==> src/rtl/divider_32by16_seq.sv <==
// Sequential restoring divider: a 2*WIDTH-bit unsigned dividend divided by a
// WIDTH-bit unsigned divisor gives a WIDTH-bit quotient and a WIDTH-bit remainder.
// The core produces one quotient bit per clock, and only one operation is in flight at a time.
//
// Ports:
//   clk, rst_n            clock (rising edge) and asynchronous active-low reset
//   in_valid / in_ready   operand handshake; operands are taken when both are high
//   dividend, divisor     unsigned operands
//   out_valid / out_ready result handshake; the result is held until out_ready
//   quotient, remainder   unsigned result
//   div_by_zero           the divisor was zero (quotient is all ones, remainder is dividend low half)
//   overflow              the quotient would not fit in WIDTH bits (same saturated result)
//
// Latency from the accept edge to the first cycle with out_valid high:
//   - WIDTH+1 cycles for a normal divide.
//   - 1 cycle for the error cases.
module divider_32by16_seq #(
  parameter int unsigned WIDTH = 16
) (
  input  logic               clk,
  input  logic               rst_n,
  input  logic               in_valid,
  output logic               in_ready,
  input  logic [2*WIDTH-1:0] dividend,
  input  logic [WIDTH-1:0]   divisor,
  output logic               out_valid,
  input  logic               out_ready,
  output logic [WIDTH-1:0]   quotient,
  output logic [WIDTH-1:0]   remainder,
  output logic               div_by_zero,
  output logic               overflow
);

  localparam int unsigned CntW = $clog2(WIDTH + 1);

  typedef enum logic [1:0] {StIdle, StCalc, StDone} state_e;

  state_e           state_q;
  logic [WIDTH-1:0] rem_q;   // partial remainder
  logic [WIDTH-1:0] sh_q;    // remaining dividend bits in, quotient bits out
  logic [WIDTH-1:0] div_q;   // captured divisor
  logic [CntW-1:0]  cnt_q;   // quotient bits still to produce

  logic [WIDTH:0]   trial;
  logic [WIDTH:0]   diff;
  logic             qbit;
  logic [WIDTH-1:0] rem_nxt;
  logic [WIDTH-1:0] sh_nxt;

  // One restoring step. The partial remainder is always below the divisor.
  // Therefore trial-divisor is below 2^WIDTH whenever trial >= divisor.
  // A set diff[WIDTH] is then exactly the borrow, meaning trial < divisor.
  always_comb begin
    trial   = {rem_q, sh_q[WIDTH-1]};
    diff    = trial - {1'b0, div_q};
    qbit    = ~diff[WIDTH];
    rem_nxt = qbit ? diff[WIDTH-1:0] : trial[WIDTH-1:0];
    sh_nxt  = {sh_q[WIDTH-2:0], qbit};
  end

  always_ff @(posedge clk or negedge rst_n) begin
    if (!rst_n) begin
      state_q     <= StIdle;
      rem_q       <= '0;
      sh_q        <= '0;
      div_q       <= '0;
      cnt_q       <= '0;
      in_ready    <= 1'b1;
      out_valid   <= 1'b0;
      quotient    <= '0;
      remainder   <= '0;
      div_by_zero <= 1'b0;
      overflow    <= 1'b0;
    end else begin
      unique case (state_q)
        StIdle: begin
          if (in_valid) begin
            in_ready <= 1'b0;
            if (divisor == '0) begin
              state_q     <= StDone;
              out_valid   <= 1'b1;
              quotient    <= '1;
              remainder   <= dividend[WIDTH-1:0];
              div_by_zero <= 1'b1;
              overflow    <= 1'b0;
            end else if (dividend[2*WIDTH-1:WIDTH] >= divisor) begin
              // The quotient needs more than WIDTH bits, so it is saturated.
              state_q     <= StDone;
              out_valid   <= 1'b1;
              quotient    <= '1;
              remainder   <= dividend[WIDTH-1:0];
              div_by_zero <= 1'b0;
              overflow    <= 1'b1;
            end else begin
              state_q <= StCalc;
              rem_q   <= dividend[2*WIDTH-1:WIDTH];
              sh_q    <= dividend[WIDTH-1:0];
              div_q   <= divisor;
              cnt_q   <= CntW'(WIDTH);
            end
          end
        end

        StCalc: begin
          rem_q <= rem_nxt;
          sh_q  <= sh_nxt;
          cnt_q <= cnt_q - CntW'(1);
          if (cnt_q == CntW'(1)) begin
            state_q     <= StDone;
            out_valid   <= 1'b1;
            quotient    <= sh_nxt;
            remainder   <= rem_nxt;
            div_by_zero <= 1'b0;
            overflow    <= 1'b0;
          end
        end

        StDone: begin
          // Returning to idle here means no operand is taken on the handshake edge.
          if (out_ready) begin
            state_q   <= StIdle;
            out_valid <= 1'b0;
            in_ready  <= 1'b1;
          end
        end

        default: begin
          state_q   <= StIdle;
          out_valid <= 1'b0;
          in_ready  <= 1'b1;
        end
      endcase
    end
  end

endmodule

==> config.mk <==
export PLATFORM = sky130hd
export DESIGN_NAME = divider_32by16_seq
export DESIGN_NICKNAME = d
export VERILOG_FILES = /design/src/rtl/divider_32by16_seq.sv
export SDC_FILE = /design/constraint.sdc
export NUM_CORES = 1
export LEC_CHECK = 0
export CORE_UTILIZATION = 49
export DETAILED_ROUTE_END_ITERATION = 6
export GPL_ROUTABILITY_DRIVEN = 0
export PLACE_DENSITY = 0.86
export SLEW_MARGIN = 25
export SYNTH_ARGS = -nofsm -noshare
export SYNTH_HDL_FRONTEND = slang
export SYNTH_SLANG_ARGS = --single-unit
==> constraint.sdc <==
create_clock -name clk -period 2.6 [get_ports clk]
set_input_delay 0.52 -clock clk [delete_from_list [all_inputs] [get_ports clk]]
set_output_delay 0.52 -clock clk [all_outputs]
set_load 0.02 [all_outputs]
# --- Word-level counts from Yosys, hierarchy flattened ---
# Index checks and enable logic that the tools add are counted.
op_classes:
  n_addsub: 2
  n_lt_le_gt_ge: 1
  reduce_logical: 9
  n_bitwise: 4
  eq_ne: 9
  n_mux: 46
ops:
  columns: ["operator", "count"]
  rows:
  - ["two-way mux 16 bit", 15]
  - ["case mux 16 bit (2 select lines)", 4]
  - ["subtractor 17 x 16 -> 17 bit", 1]
  - [">= comparator 16 bit", 1]
  - ["zero test 16 bit", 1]
  - ["AND reduction 4 bit", 4]
  - ["two-way mux 5 bit", 3]
  - ["two-way mux 1 bit", 13]
  - ["two-way mux 2 bit", 5]
  - ["inequality test 2 bit (second input constant)", 5]
  - ["case mux 5 bit (2 select lines)", 1]
  - ["case mux 1 bit (3 select lines)", 2]
  - ["case mux 2 bit (3 select lines)", 1]
  - ["AND reduction 3 bit", 2]
  - ["equality test 5 x 1 -> 1 bit (second input constant)", 1]
  - ["subtractor 5 x 1 -> 5 bit (second input constant)", 1]
  - ["NOT 1 bit", 4]
  - ["case mux 1 bit (2 select lines)", 2]
  - ["inequality test 3 bit (second input constant)", 1]
  - ["equality test 2 x 1 -> 1 bit (second input constant)", 1]
  - ["equality test 2 bit (second input constant)", 1]
  - ["zero test 2 bit", 1]
  - ["nonzero test 2 bit", 1]
word_totals:
  input_bits: 52
  ff_bits: 91
  output_inout_bits: 36
  wordCells: 82

# --- Longest topological paths before layout ---
logic_depth:
  ltp_word: 5
  mapped_depth: 13
  mapped_depth_nobuf: 11

# --- Worst setup path after synthesis ---
# OpenSTA, ideal clock, no wires.
synth_timing:
  path_kind: "reg-to-reg"
  from: "register sh_q[15]"
  to: "register remainder[4]"
  path_buffers: 1
  arrival_time_ns: 2.590
  setup_time_ns: 0.129
  path_slack_ns: -0.118
  required_ns: 2.471
  period_less_slack_ns: 2.718
  path_stages_with_launch: 13
  path_cell_list: "dfrtp_1 -> inv_1 -> ha_1 -> fa_1 -> nand2b_1 -> a21oi_2 -> o2111ai_2 -> and3_1 -> nor3_4 -> buf_6 -> mux2_1 -> nor2_1 -> o21ai_0"
synth_via:
  elab_chain_len: 4
synth_lines:
  columns: ["item", "line", "source"]
  rows:
  - ["start: declaration", "40", "logic [WIDTH-1:0] sh_q;"]
  - ["start signal: assignment", "97", "sh_q <= dividend[WIDTH-1:0];"]
  - ["start signal: assignment", "106", "sh_q <= sh_nxt;"]
  - ["subtractor 17 x 16 -> 17 bit", "55", "diff = trial - {1'b0, div_q};"]
  - ["two-way mux 16 bit", "57", "rem_nxt = qbit ? diff[WIDTH-1:0] : trial[WIDTH-1:0];"]
  - ["two-way mux 16 bit", "108", "if (cnt_q == CntW'(1)) begin"]
  - ["case mux 16 bit (2 select lines)", "75", "unique case (state_q)"]
  - ["end signal: assignment", "83", "remainder <= dividend[WIDTH-1:0];"]
  - ["end signal: assignment", "91", "remainder <= dividend[WIDTH-1:0];"]
  - ["end signal: assignment", "112", "remainder <= rem_nxt;"]
  - ["end: declaration", "29", "output logic [WIDTH-1:0] remainder,"]
# No other way between the ends. The select of a mux whose other input is x is not followed.
# A chain may end at the register's enable or synchronous reset.

# --- Final worst setup path ---
layout_timing:
  from: "register sh_q[15]"
  to: "register rem_q[9]"
layout_via:
  elab_chain_len: 3
layout_lines:
  columns: ["item", "line", "source"]
  rows:
  - ["subtractor 17 x 16 -> 17 bit", "55", null]
  - ["two-way mux 16 bit", "57", null]
  - ["case mux 16 bit (2 select lines)", "75", null]
  - ["end signal: assignment", "96", "rem_q <= dividend[2*WIDTH-1:WIDTH];"]
  - ["end signal: assignment", "105", "rem_q <= rem_nxt;"]
  - ["end: declaration", "39", "logic [WIDTH-1:0] rem_q;"]
# No other way between the ends.

==> metrics.md <==
| Metric | Value |
|---|---|
| Placed inst area | `just under 0.007 sq mm` |
| Die Wd | `107 microns` |
| # diodes | `0` |
| All-Layer GR Usage | `0.330` |
| Clk_lat worst skew | `390 ps` |
| Status | `finished, violations left` |
| Remaining global-route overflow | `0` |
| Synth area leader | `dfrtp_1` |
| Post-route clock period utilization | `1.14` |
| Row count | `37` |
| FF/Latch Area | `0.00228 sq mm` |
| Mean Syn Cell Area | `8.81 sq um` |
| Initial antenna violation count | `0` |
| Endpoints failing setup | `40` |
| Synth cell types | `between 50 and 60` |
| Synth Warn # | `0` |
| Port-buffer cells | `between 80 and 90` |
| Layout overhead on the synthesized area | `44.5%` |
| Cell count after synthesis | `608` |
| Synth area leaders | `dfrtp_1 42%, ha_1 7.9%, nor2_1 5.6%` |
| Pre-antenna DRT Iters | `7` |
| Core region area | `0.0105 sq mm` |
| EDFF count, synth | `0` |
| HP Class | `input pin to async pin` |
| Yosys top cell area share | `0.420` |
| Mapped Area | `0.00536 sq mm` |
| Drt via density | `6.39` |
| Syn Nets | `695` |
| Synth Register Bits | `91` |
| Final instance area | `approximately 0.0077 sq mm` |
| Wl on met1 | `6800 microns` |
| Vias in the first global route | `5703` |
| Register area share after synthesis | `0.425` |
| Root Driver | `clkbuf_8` |
| RSZ-0062 raised after global routing | `true` |
| Final worst slack | `-369 ps` |
| Pre-CTS setup slack | `-722 ps` |
| CP arrival | `3220 ps` |
| Count leader, synth | `dfrtp_1` |
| TritonCTS clock tree | `built` |
| Drt wl/cell | `between 20 and 25 microns` |
| Crit end category | `flip-flop` |
| Top Metal Used | `met4` |
| DR WL met3 | `1800 microns` |
| Pleak | `about 0.0035 uW` |
| Post-route ant nets | `0` |
| DIE HEIGHT | `107 microns` |
| Failing checks | `setup timing` |
| Final Net Count | `854` |
| Worst slew pin tran | `779 ps` |
| Hold Violations, Final | `0` |
| # IOs | `88` |
| Max Fclk | `0.337 GHz` |
| Share of cells above drive strength 1 | `0.240` |
| Via count | `between 5000 and 6000` |
| Main synth FF type | `dfrtp_1` |
| Die Area | `0.0114 sq mm` |
| Fin crit period | `roughly 3000 ps` |
| Remaining DRCs | `0` |
| Clock sink total | `91` |
| Area of the multi-input gates | `approximately 0.0032 sq mm` |
| Final Slew Violations | `0` |
| Final wirelength | `20000 microns` |
| Initial DRC Count | `584` |
| WP data required | `roughly 2900 ps` |
| Reg2reg path depth | `13` |
| Clock transition at the registers of the reported paths | `110 ps` |
| Commonest cells post-synth | `90 x dfrtp_1, 80 x nor2_1, 77 x nand2_1` |
| Crit Path Max Fanout | `8` |
| Met2 wire length | `9650 microns` |
| Max IR drop VDD | `between 900 and 1000 uV` |
| Slew headroom | `0.476` |
| CTS Buffer Depth | `2` |
| First-pass GRT wire length | `28800 microns` |
| Power per cell area | `between 1500 and 2000 mW/mm^2` |
| Initial cell density of the core | `0.512` |
| Largest net degree at the start of global routing | `between 60 and 70` |
| H-tree depth | `3` |
| Filler Cells Inserted | `616` |
| Asr flop ratio synth | `1.00` |
| Setup Skew | `22.1 ps` |
| Max Cap Viol | `0` |
| Startpoint Class | `flip-flop` |
| DP HPWL | `11300 microns` |
| Crit Path Class | `flip-flop to flip-flop` |
| Num CTS Buffers | `9` |
==> state kept, by name, indices dropped and copies added (netlist names) <==
name / count
cnt_q: 5
overflow: 1
div_q: 16
quotient: 16
out_valid: 1
in_ready: 1
rem_q: 16
state_q: 2
sh_q: 16
remainder: 16
div_by_zero: 1
==> worst max-delay path, cell delays in order, from the launching register on <==
cell and delay (ps):
dfrtp_1 400, inv_2 70, ha_4 170, fa_2 390, nand2b_4 170, a21oi_4 190
o2111ai_2 170, buf_4 180, a21oi_4 160, nor3_4 80, buf_12 150, buf_8 130
o31ai_2 380, o31ai_1 180
==> cell type report <==
class                   instances  area share
multi-input cells             444       0.413
flip-flops and latches         91       0.294
repair buffers                179       0.224
well taps                     136      0.0220
inverters                      42      0.0204
clock buffers                   9      0.0160
clock inverters                 7      0.0112
==> per-layer routing <==
| layer | vias up | GRT usage |
|---|---|---|
| li1 | 2415 | - |
| met1 | 2740 | 0.383 |
| met2 | 483 | 0.568 |
| met3 | 168 | 0.0632 |
| met4 | 0 | 0.192 |
| met5 | - | 0 |
==> placed cells by master, fill, tap and decap left out, drive strengths merged, types with 2 or more instances in the layout <==
cell type	n
and2	2
and3	2
a21o	10
nor2b	8
o21ai	52
inv	46
dlymetal6s2s	2
mux2	5
o2111ai	2
a211o	2
o311ai	2
clkbuf	11
nor2	80
o21a	7
and2b	2
buf	92
dfrtp	90
clkinv	3
xnor2	13
nand2	77
xor2	2
dlygate4sd2	15
nor4	5
nand4	5
o211ai	4
a21oi	37
nand3	4
nor3	22
ha	34
a211oi	3
a22o	6
o31ai	12
clkdlybuf4s50	68
o31a	3
mux2i	19
nand2b	8
==> through the flow <==
stage	TNS [ps]	utilization	std cells	hold slack (ps)	total power, uW
after CTS	-2390	0.711	893	214	11400
after global placement	-47290	0.649	863	471	9110
after detailed placement	-53540	0.649	863	483	9460
after floorplan	0	-	608	224	7100
final	-9050	0.740	908	177	12800
after global routing	-13720	0.740	908	241	13400
==> cell families after synthesis <==
kind of cell / after synthesis / share of synthesized area
AOI/OAI and AO/OA: 151 / 0.185
adders and majority gates: 35 / 0.0832
DFF: 91 / 0.425
and+or+nand+nor: 219 / 0.180
xor gates and xnor gates: 15 / 0.0245
buffers and inverters: 73 / 0.0568
muxes: 24 / 0.0460
==> path summary, 6_finish.rpt <==
kind                               from           end  slack (ps)
setup / recovery               sh_q[15]      rem_q[9]        -370
hold / removal                    rst_n  quotient[13]         180
setup reg to reg               sh_q[15]      rem_q[9]        -370
hold reg to reg            remainder[9]  remainder[9]         520
max in group asynchronous         rst_n      div_q[6]        1630
min in group clk             divisor[0]      div_q[0]         500
==> what timing repair did <==
item | in CTS | in global routing
pin swaps | 21 | 22
buffers inserted | 12 | 17
gates resized for setup | 76 | 57
hold buffers | 0 | 0
gates cloned | 4 | 2
setup endpoints to repair | 90 | 69
==> power breakdown <==
group          switching [uW]  internal [uW]
Combinational            4930           4210
Clock                     631            389
Sequential                585           2110
Total                    6140           6700
No activity file was read; power rests on OpenSTA's default activity.
